===== config.mk =====
export PLATFORM = sky130hd
export DESIGN_NAME = mem_port_arbiter
export DESIGN_NICKNAME = d
export VERILOG_FILES = /design/src/rtl/mem_arb_pkg.sv /design/src/rtl/mem_arb_starve_cnt.sv /design/src/rtl/mem_port_arbiter.sv
export SDC_FILE = /design/constraint.sdc
export NUM_CORES = 1
export LEC_CHECK = 0
export BUFFER_PORTS_ARGS = -buffer_cell sky130_fd_sc_hd__buf_2
export CAP_MARGIN = 20
export CORE_AREA = 4 4 107 109
export DETAILED_ROUTE_END_ITERATION = 6
export DIE_AREA = 0 0 111 113
export GPL_TIMING_DRIVEN = 0
export PLACE_DENSITY = 0.48
export SLEW_MARGIN = 0
export SYNTH_ARGS = -nofsm -noshare
export SYNTH_HDL_FRONTEND = slang
export SYNTH_HIERARCHICAL = 1
export SYNTH_SLANG_ARGS = --single-unit

===== constraint.sdc =====
create_clock -name clk -period 3.05 [get_ports clk]
set_clock_uncertainty 0.2 [all_clocks]
set_input_delay 0.305 -clock clk [delete_from_list [all_inputs] [get_ports clk]]
set_output_delay 0.305 -clock clk [all_outputs]
set_load 0.03 [all_outputs]

===== src/rtl/mem_arb_pkg.sv =====
// Shared types and constants for the unified IM/DM port arbiter.
package mem_arb_pkg;

  typedef enum logic [1:0] {
    RESP_NONE = 2'd0,
    RESP_IF   = 2'd1,
    RESP_DM   = 2'd2
  } resp_owner_e;

  localparam int ADDR_W_DEFAULT = 14;
  localparam int DATA_W_DEFAULT = 32;

  localparam logic [DATA_W_DEFAULT-1:0] BWEB_NONE = '1;

endpackage


===== src/rtl/mem_arb_starve_cnt.sv =====
// Saturating count of consecutive data grants taken while fetch is waiting.
module mem_arb_starve_cnt #(
  parameter int MAX_DATA_STREAK = 4
) (
  input  logic clk,
  input  logic rst,
  input  logic inc,
  input  logic clr,
  output logic at_max
);

  localparam int CW = (MAX_DATA_STREAK < 1) ? 1 : $clog2(MAX_DATA_STREAK + 1);
  localparam logic [CW-1:0] CNT_MAX = CW'(MAX_DATA_STREAK);

  logic [CW-1:0] cnt;

  // Clear wins over increment; increment saturates at the limit.
  always_ff @(posedge clk) begin
    if (rst || clr) begin
      cnt <= '0;
    end else if (inc && (cnt != CNT_MAX)) begin
      cnt <= cnt + 1'b1;
    end
  end

  assign at_max = (cnt == CNT_MAX);

endmodule


===== src/rtl/mem_port_arbiter.sv =====
// Shares one single-port SRAM between instruction fetch and data memory.
// Data has priority; a streak limit forces a fetch grant to avoid starvation.
module mem_port_arbiter
  import mem_arb_pkg::*;
#(
  parameter int ADDR_W          = ADDR_W_DEFAULT,
  parameter int DATA_W          = DATA_W_DEFAULT,
  parameter int MAX_DATA_STREAK = 4
) (
  input  logic              clk,
  input  logic              rst,
  input  logic              if_req,
  input  logic [ADDR_W-1:0] if_addr,
  output logic              if_gnt,
  output logic              if_rvalid,
  output logic [DATA_W-1:0] if_rdata,
  input  logic              dm_req,
  input  logic              dm_we,
  input  logic [ADDR_W-1:0] dm_addr,
  input  logic [DATA_W-1:0] dm_wdata,
  input  logic [DATA_W-1:0] dm_bweb,
  output logic              dm_gnt,
  output logic              dm_rvalid,
  output logic [DATA_W-1:0] dm_rdata,
  output logic              sram_ceb,
  output logic              sram_web,
  output logic [DATA_W-1:0] sram_bweb,
  output logic [ADDR_W-1:0] sram_a,
  output logic [DATA_W-1:0] sram_di,
  input  logic [DATA_W-1:0] sram_do
);

  resp_owner_e resp_q, resp_d;
  logic        at_max;
  logic        dm_write;

  mem_arb_starve_cnt #(
    .MAX_DATA_STREAK(MAX_DATA_STREAK)
  ) u_starve_cnt (
    .clk   (clk),
    .rst   (rst),
    .inc   (dm_gnt && if_req),
    .clr   (if_gnt || !if_req),
    .at_max(at_max)
  );

  // Same-cycle grant decision: data first unless fetch has waited too long.
  always_comb begin
    if_gnt = 1'b0;
    dm_gnt = 1'b0;
    if (!rst) begin
      if_gnt = if_req && (!dm_req || at_max);
      dm_gnt = dm_req && !if_gnt;
    end
  end

  assign dm_write = dm_gnt && dm_we;

  // Drive the SRAM from whichever requester won; idle values otherwise.
  always_comb begin
    sram_ceb  = 1'b1;
    sram_web  = 1'b1;
    sram_bweb = '1;
    sram_a    = '0;
    sram_di   = '0;
    if (if_gnt) begin
      sram_ceb = 1'b0;
      sram_a   = if_addr;
    end else if (dm_gnt) begin
      sram_ceb = 1'b0;
      sram_a   = dm_addr;
      if (dm_write) begin
        sram_web  = 1'b0;
        sram_bweb = dm_bweb;
        sram_di   = dm_wdata;
      end
    end
  end

  // Next response owner: only reads produce a response.
  always_comb begin
    resp_d = RESP_NONE;
    if (if_gnt) begin
      resp_d = RESP_IF;
    end else if (dm_gnt && !dm_we) begin
      resp_d = RESP_DM;
    end
  end

  // Response owner register, dropped by reset.
  always_ff @(posedge clk) begin
    if (rst) begin
      resp_q <= RESP_NONE;
    end else begin
      resp_q <= resp_d;
    end
  end

  // Gating with rst also discards a read granted just before reset rose.
  always_comb begin
    if_rvalid = !rst && (resp_q == RESP_IF);
    dm_rvalid = !rst && (resp_q == RESP_DM);
    if_rdata  = if_rvalid ? sram_do : '0;
    dm_rdata  = dm_rvalid ? sram_do : '0;
  end

endmodule


==> results of run 1 <==
## path summary, 6_finish.rpt
kind | to | slack (ns)
max reg2reg | u_starve_cnt/cnt[1] | 0.58
max | sram_bweb[13] | 0.40
min | u_starve_cnt/cnt[2] | 0.14
min reg2reg | u_starve_cnt/cnt[2] | 0.38
## per-layer routing
| layer | routed length (um) | vias to the layer above | global-route usage (%) | part of all wire (%) |
|---|---|---|---|---|
| met2 | 4440 | 164 | 23.3 | 51 |
| met4 | 227 | 0 | 4.68 | 2.6 |
| met1 | 3230 | 1262 | 13.2 | 37 |
| met5 | 0 | - | 0 | 0 |
| li1 | - | 1447 | - | - |
| met3 | 889 | 18 | 3.64 | 10 |
## worst max-delay path, stage by stage (launching register included)
cell and delay [ns]:
sky130_fd_sc_hd__dfxtp_1 0.37, sky130_fd_sc_hd__inv_1 0.06, sky130_fd_sc_hd__ha_1 0.23, sky130_fd_sc_hd__and2_1 0.22
sky130_fd_sc_hd__nand2_1 0.10, sky130_fd_sc_hd__buf_2 0.20, sky130_fd_sc_hd__buf_1 0.35, sky130_fd_sc_hd__nand4b_1 0.17
sky130_fd_sc_hd__buf_2 0.21
## report_power, final
group | switching [W] | total, W | internal (W)
logic | 0.000213 | 0.000359 | 0.000146
clock network | 0.0000336 | 0.000123 | 0.0000898
registers | 0.00000130 | 0.0000684 | 0.0000671
## stage by stage
step | util [%] | setup slack (ns) | power (W)
after floorplan | - | 0.655 | 0.000279
after global placement | 31.6 | 0.662 | 0.000427
after detailed placement | 31.6 | 0.604 | 0.000431
after CTS | 32.0 | 0.368 | 0.000559
after global routing | 32.0 | 0.191 | 0.000591
final | 32.0 | 0.396 | 0.000551
## registers in the layout, summed over array words and instances, names as in the netlist
| signal | cells |
|---|---|
| u_starve_cnt/cnt | 3 |
| resp_q | 2 |
## Yosys cell counts (all sizes together), types with 2 or more instances
cell type and n:
and2 66, and4 32, nand4b 32, nand2b 29, clkbuf 18, buf 17
o32ai 14, dfxtp 5, nor3 5, nor3b 5, inv 3, ha 2
mux2 2, nor2b 2
## final cells by class
type	count	area [um2]	share of cell area [%]
inverter	3	11.3	0.332
timing repair buffer	275	1380	40.5
sequential	5	100	2.95
multi-input combinational	199	1510	44.6
clock buffer	4	45.0	1.33
tap	140	175	5.16
buffer	35	173	5.09
## logic make-up after synthesis
| logic type | after synthesis | share of synthesized area, % |
|---|---|---|
| mux | 2 | 1.25 |
| compound gates | 19 | 9.81 |
| buf+inv | 38 | 10.2 |
| fa+ha+maj | 2 | 1.39 |
| simple gates | 176 | 71.7 |
| flops | 5 | 5.57 |
==> PnR_summary.wiki, run 1 <==
{| class="wikitable"
! Metric !! Value
|-
| Tightest hold margin || 0.138 ns
|-
| # hold bufs at CTS || 0
|-
| Worst setup startpoint || u_starve_cnt/cnt[0]
|-
| Clk buf depth || 2
|-
| Antenna cells || 0
|-
| Number of cells on the worst hold path || 2
|-
| Number of flops mapped to enable cells by yosys || 0
|-
| Number of optimization iterations in the first detailed-route pass || 4
|-
| Maximum VDD drop || 0.0730 mV
|-
| Clock latency on the worst-skew pair || 0.22 ns
|-
| CTS tree || done
|-
| Filler cell count in the final layout || 1170
|-
| Clock input transition at the sequential cells of the worst setup and hold paths || 0.04 ns
|-
| Cell types occupying the most area after synthesis || sky130_fd_sc_hd__and2_1 23%, sky130_fd_sc_hd__and4_1 16%, sky130_fd_sc_hd__nand4b_1 16%, sky130_fd_sc_hd__nand2b_1 10%, sky130_fd_sc_hd__o32ai_1 5.8%
|-
| Setup repair after global routing missed its margin || no
|-
| Initial core utilization || 17.0%
|-
| Number of nets in the final layout || 653
|-
| Count of mapped cells out of synthesis || 242
|-
| Post-synth top area share || 23.0%
|-
| Total count of max-transition violations in the final report || 0
|-
| MaxCap Viol Count || 0
|-
| Post-detail-place hpwl || 7.70 mm
|-
| Via count of the first global-routing pass || 2813
|-
| RePlAce Congestion || 0.900
|-
| Post-synthesis area per instance || 7.43 um2
|-
| Violation count after the first detailed-routing iteration || 69
|-
| Count of input and output buffers || 275
|-
| Final global-route overflow total || 0
|-
| Post-DP Area || 0.00335 mm2
|-
| Number of levels in the clock H-tree || 1
|-
| Class of the most critical hold timing path || primary input to register
|-
| Post-detailed-route wirelength per cell || 13.3 um
|-
| Normalized max-slew margin || 58.5%
|-
| Area delta synth->final || 88.8%
|-
| Buffers inserted by post-CTS timing repair || 0
|-
| Cell at the root of the clock tree || sky130_fd_sc_hd__clkbuf_8
|-
| Critical path fanouts, max || 10
|-
| Cts repair resizes || 0
|-
| Power density over the cells || 162 mW/mm2
|-
| TritonCTS sink count || 5
|-
| Critical register-to-register path startpoint || u_starve_cnt/cnt[0]
|-
| Placed cell count || 657
|-
| DR vias || 2891
|-
| Start-to-end type of the worst setup path || register to primary output
|-
| Commonest cells after routing, fill and taps aside || 285 x sky130_fd_sc_hd__buf_2, 66 x sky130_fd_sc_hd__and2_1, 32 x sky130_fd_sc_hd__nand4b_1, 32 x sky130_fd_sc_hd__and4_1, 29 x sky130_fd_sc_hd__nand2b_1
|-
| Maximum number of pins on one net before global-route repair || 11
|-
| Global-route wire length before repair || 13.4 mm
|-
| Row count || 38
|-
| Startpoint Class || register
|-
| Yosys warning count || 6
|-
| Cell taking the most area after synthesis || sky130_fd_sc_hd__and2_1
|-
| Vias per cell || 4.37
|-
| Number of antenna violations at the first check in global routing || 0
|-
| Crit path required time || 2.54 ns
|-
| Post-route cell area || 0.00339 mm2
|-
| Filler-free cell count of the finished design || 661
|-
| Die extent in y || 113 um
|-
| Peak Freq || 377 MHz
|-
| Horizontal die dimension || 111 um
|-
| Most common cell after layout, fill and taps aside || sky130_fd_sc_hd__buf_2
|-
| Area enclosed by the die boundary || 0.0125 mm2
|-
| Most used DFF post-synth || sky130_fd_sc_hd__dfxtp_1
|-
| Final hold violation count || 0
|-
| TritonCTS buffer count || 3
|-
| Antenna-violating nets left || 0
|-
| Count of cell types in the netlist || 32
|-
| Number of primary I/O pins || 277
|-
| Shortest period the worst path allows || 2.65 ns
|-
| Depth of the worst register-to-register path || 9
|-
| Status || finished, final reports clean
|-
| Arrival time at the worst endpoint || 2.15 ns
|-
| Actual slew at the worst max-slew pin || 0.615 ns
|-
| Number of failing setup endpoints in the final timing report || 0
|-
| Total Neg Setup Slack || 0 ns
|-
| Endpoint type of the worst setup path || primary output
|-
| Combined area of all synthesized cells || 0.00180 mm2
|-
| Share of cells above drive strength 1 || 58.9%
|-
| Launch point of the worst hold path || rst
|-
| Leakage power figure || 1.88 nW
|-
| Final period utilization || 87.0%
|-
| DRC || 0
|-
| Wirelength, routed || 8.79 mm
|-
| FFs w/ async S/R, synth || 0%
|-
| #FFs+latches synth || 5
|-
| Total global routing track utilization || 12.5%
|-
| Part of the Yosys area used for sequential elements || 5.57%
|-
| Post-Syn Nets || 373
|-
| Total core area || 0.0106 mm2
|}
No activity file was read; power rests on OpenSTA's default activity.
==> run 2, diff against run 1 <==
--- a/config.mk
+++ b/config.mk
@@ -7,11 +7,13 @@
 export LEC_CHECK = 0
 export BUFFER_PORTS_ARGS = -buffer_cell sky130_fd_sc_hd__buf_2
 export CAP_MARGIN = 20
-export CORE_AREA = 4 4 107 109
+export CELL_PAD_IN_SITES_DETAIL_PLACEMENT = 1
+export CELL_PAD_IN_SITES_GLOBAL_PLACEMENT = 1
+export CORE_MARGIN = 4
+export CORE_UTILIZATION = 17
 export DETAILED_ROUTE_END_ITERATION = 6
-export DIE_AREA = 0 0 111 113
 export GPL_TIMING_DRIVEN = 0
-export PLACE_DENSITY = 0.48
+export PLACE_DENSITY = 0.77
 export SLEW_MARGIN = 0
 export SYNTH_ARGS = -nofsm -noshare
 export SYNTH_HDL_FRONTEND = slang
==> PnR_summary.wiki, run 2 (synthesis gave the netlist of run 1 again) <==
{| class="wikitable"
! Metric !! Value
|-
| RePlAce Congestion || 0.940
|-
| Post-detailed-route wirelength per cell || 16.2 um
|-
| Wirelength, routed || 10.6 mm
|-
| Peak Freq || 369 MHz
|-
| Placed cell count || 653
|-
| Share of power burned in registers || 12.2%
|-
| Post-detail-place hpwl || 9.31 mm
|-
| Max FFs per register || 3
|-
| Clock input transition at the sequential cells of the worst setup and hold paths || 0.04 ns
|-
| Most common cell after layout, fill and taps aside || sky130_fd_sc_hd__buf_2
|-
| Initial core utilization || 17.4%
|-
| Registers with the most flip-flops || u_starve_cnt/cnt: 3 flops, resp_q: 2 flops
|-
| Start-to-end type of the worst setup path || register to primary output
|-
| Clk buf depth || 2
|-
| Switching share of power || 45.8%
|-
| CTS tree || done
|-
| Number of levels in the clock H-tree || 1
|-
| Row count || 37
|-
| Startpoint Class || register
|-
| Internal cell power || 0.000303 W
|-
| # hold bufs at CTS || 0
|-
| Cell at the root of the clock tree || sky130_fd_sc_hd__clkbuf_8
|-
| Violation count after the first detailed-routing iteration || 128
|-
| Arrival time at the worst endpoint || 2.21 ns
|-
| Leakage power figure || 1.88 nW
|-
| Class of the most critical hold timing path || primary input to register
|-
| Filler-free cell count of the finished design || 657
|-
| Final hold violation count || 0
|-
| Cts repair resizes || 0
|-
| Number of nets in the final layout || 653
|-
| Clk pwr share || 22.1%
|-
| Total core area || 0.0103 mm2
|-
| Crit path required time || 2.54 ns
|-
| Die extent in y || 111 um
|-
| Switching component of the power || 0.000256 W
|-
| TritonCTS sink count || 5
|-
| Via count of the first global-routing pass || 3092
|-
| Final period utilization || 88.9%
|-
| DRC || 0
|-
| Count of input and output buffers || 275
|-
| DR vias || 2978
|-
| Share of cells above drive strength 1 || 58.9%
|-
| Largest Register || u_starve_cnt/cnt
|-
| Clock latency on the worst-skew pair || 0.22 ns
|-
| Reg-to-Reg End || u_starve_cnt/cnt[1]
|-
| Number of failing setup endpoints in the final timing report || 0
|-
| Final global-route overflow total || 0
|-
| Shortest period the worst path allows || 2.71 ns
|-
| Horizontal die dimension || 111 um
|-
| Total count of max-transition violations in the final report || 0
|-
| Number of antenna violations at the first check in global routing || 0
|-
| Normalized max-slew margin || 57.7%
|-
| Total Neg Setup Slack || 0 ns
|-
| End point of the critical path || sram_di[9]
|-
| Antenna-violating nets left || 0
|-
| Worst setup startpoint || u_starve_cnt/cnt[0]
|-
| Maximum VDD drop || 0.0693 mV
|-
| Depth of the worst register-to-register path || 9
|-
| Vias per cell || 4.53
|-
| Area enclosed by the die boundary || 0.0123 mm2
|-
| Buffers inserted by post-CTS timing repair || 0
|-
| Power density over the cells || 165 mW/mm2
|-
| Setup repair after global routing missed its margin || no
|-
| Maximum number of pins on one net before global-route repair || 11
|-
| Combinational share of power || 65.7%
|-
| Critical register-to-register path startpoint || u_starve_cnt/cnt[0]
|-
| Total global routing track utilization || 16.0%
|-
| Endpoint type of the worst setup path || primary output
|-
| Global-route wire length before repair || 16.3 mm
|-
| Number of primary I/O pins || 277
|-
| Antenna cells || 0
|-
| MaxCap Viol Count || 0
|-
| Number of optimization iterations in the first detailed-route pass || 6
|-
| Post-route worst setup slack || 0.338 ns
|-
| R2R Setup Slk || 0.54 ns
|-
| Actual slew at the worst max-slew pin || 0.628 ns
|-
| TritonCTS buffer count || 3
|-
| Status || finished, final reports clean
|-
| Commonest cells after routing, fill and taps aside || 285 x sky130_fd_sc_hd__buf_2, 66 x sky130_fd_sc_hd__and2_1, 32 x sky130_fd_sc_hd__nand4b_1, 32 x sky130_fd_sc_hd__and4_1, 29 x sky130_fd_sc_hd__nand2b_1
|-
| Critical path fanouts, max || 10
|-
| Area delta synth->final || 88.5%
|-
| Place WS || 0.558 ns
|-
| Launch point of the worst hold path || rst
|}
## run 2: cell counts in the layout (fill, tap and decap cells not counted)
No cell type changed its count.
## run 2: critical path, stage by stage (launching register included)
cell	delay, ns
sky130_fd_sc_hd__dfxtp_1	0.37
sky130_fd_sc_hd__inv_1	0.06
sky130_fd_sc_hd__ha_1	0.24
sky130_fd_sc_hd__and2_1	0.22
sky130_fd_sc_hd__nand2_1	0.09
sky130_fd_sc_hd__buf_2	0.20
sky130_fd_sc_hd__clkbuf_1	0.28
sky130_fd_sc_hd__and4_1	0.29
sky130_fd_sc_hd__buf_2	0.22
## run 2: layout make-up
cell class	instances	area, um2
Buffer	35	173
Clock buffer	4	45.0
Fill cell	1363	6930
Inverter	3	11.3
Multi-Input combinational cell	199	1510
Sequential cell	5	100
Tap cell	136	170
Timing Repair Buffer	275	1380
## run 2: power groups by stage
stage	logic, W	registers (W)	clock network [W]
floorplan	0.000209	0.0000692	0
global placement	0.000361	0.0000693	0
detailed placement	0.000370	0.0000694	0
CTS	0.000371	0.0000684	0.000125
global route	0.000398	0.0000686	0.000130
finish	0.000368	0.0000684	0.000124
## run 2: worst min-delay path by stage
| stage | endpoint | slack, ns | cells after the start |
|---|---|---|---|
| after floorplan | u_starve_cnt/cnt[2] | 0.18 | 1 |
| after global placement | u_starve_cnt/cnt[2] | 0.35 | 2 |
| after detailed placement | u_starve_cnt/cnt[2] | 0.37 | 2 |
| after CTS | u_starve_cnt/cnt[2] | 0.14 | 2 |
| after global routing | u_starve_cnt/cnt[2] | 0.15 | 2 |
| final | u_starve_cnt/cnt[2] | 0.14 | 2 |
## run 2: layer usage
metal / part of all wire [%] / wire, um / track usage (%) / vias up
met5: 0 / 0 / 0 / -
met2: 52 / 5520 / 30.4 / 169
li1: - / - / - / 1444
met1: 37 / 3980 / 17.6 / 1355
met3: 9.3 / 993 / 4.26 / 10
met4: 1.4 / 144 / 3.78 / 0
## run 2: through the flow
step                      utilization, %  hold WS, ns  power [W]  instance area (um2)
after floorplan                        -        0.179   0.000279                 1800
after global placement              32.4        0.353   0.000430                 3340
after detailed placement            32.4        0.370   0.000440                 3340
after CTS                           32.8        0.138   0.000565                 3390
after global routing                32.8        0.149   0.000596                 3390
final                               32.8        0.143   0.000560                 3390
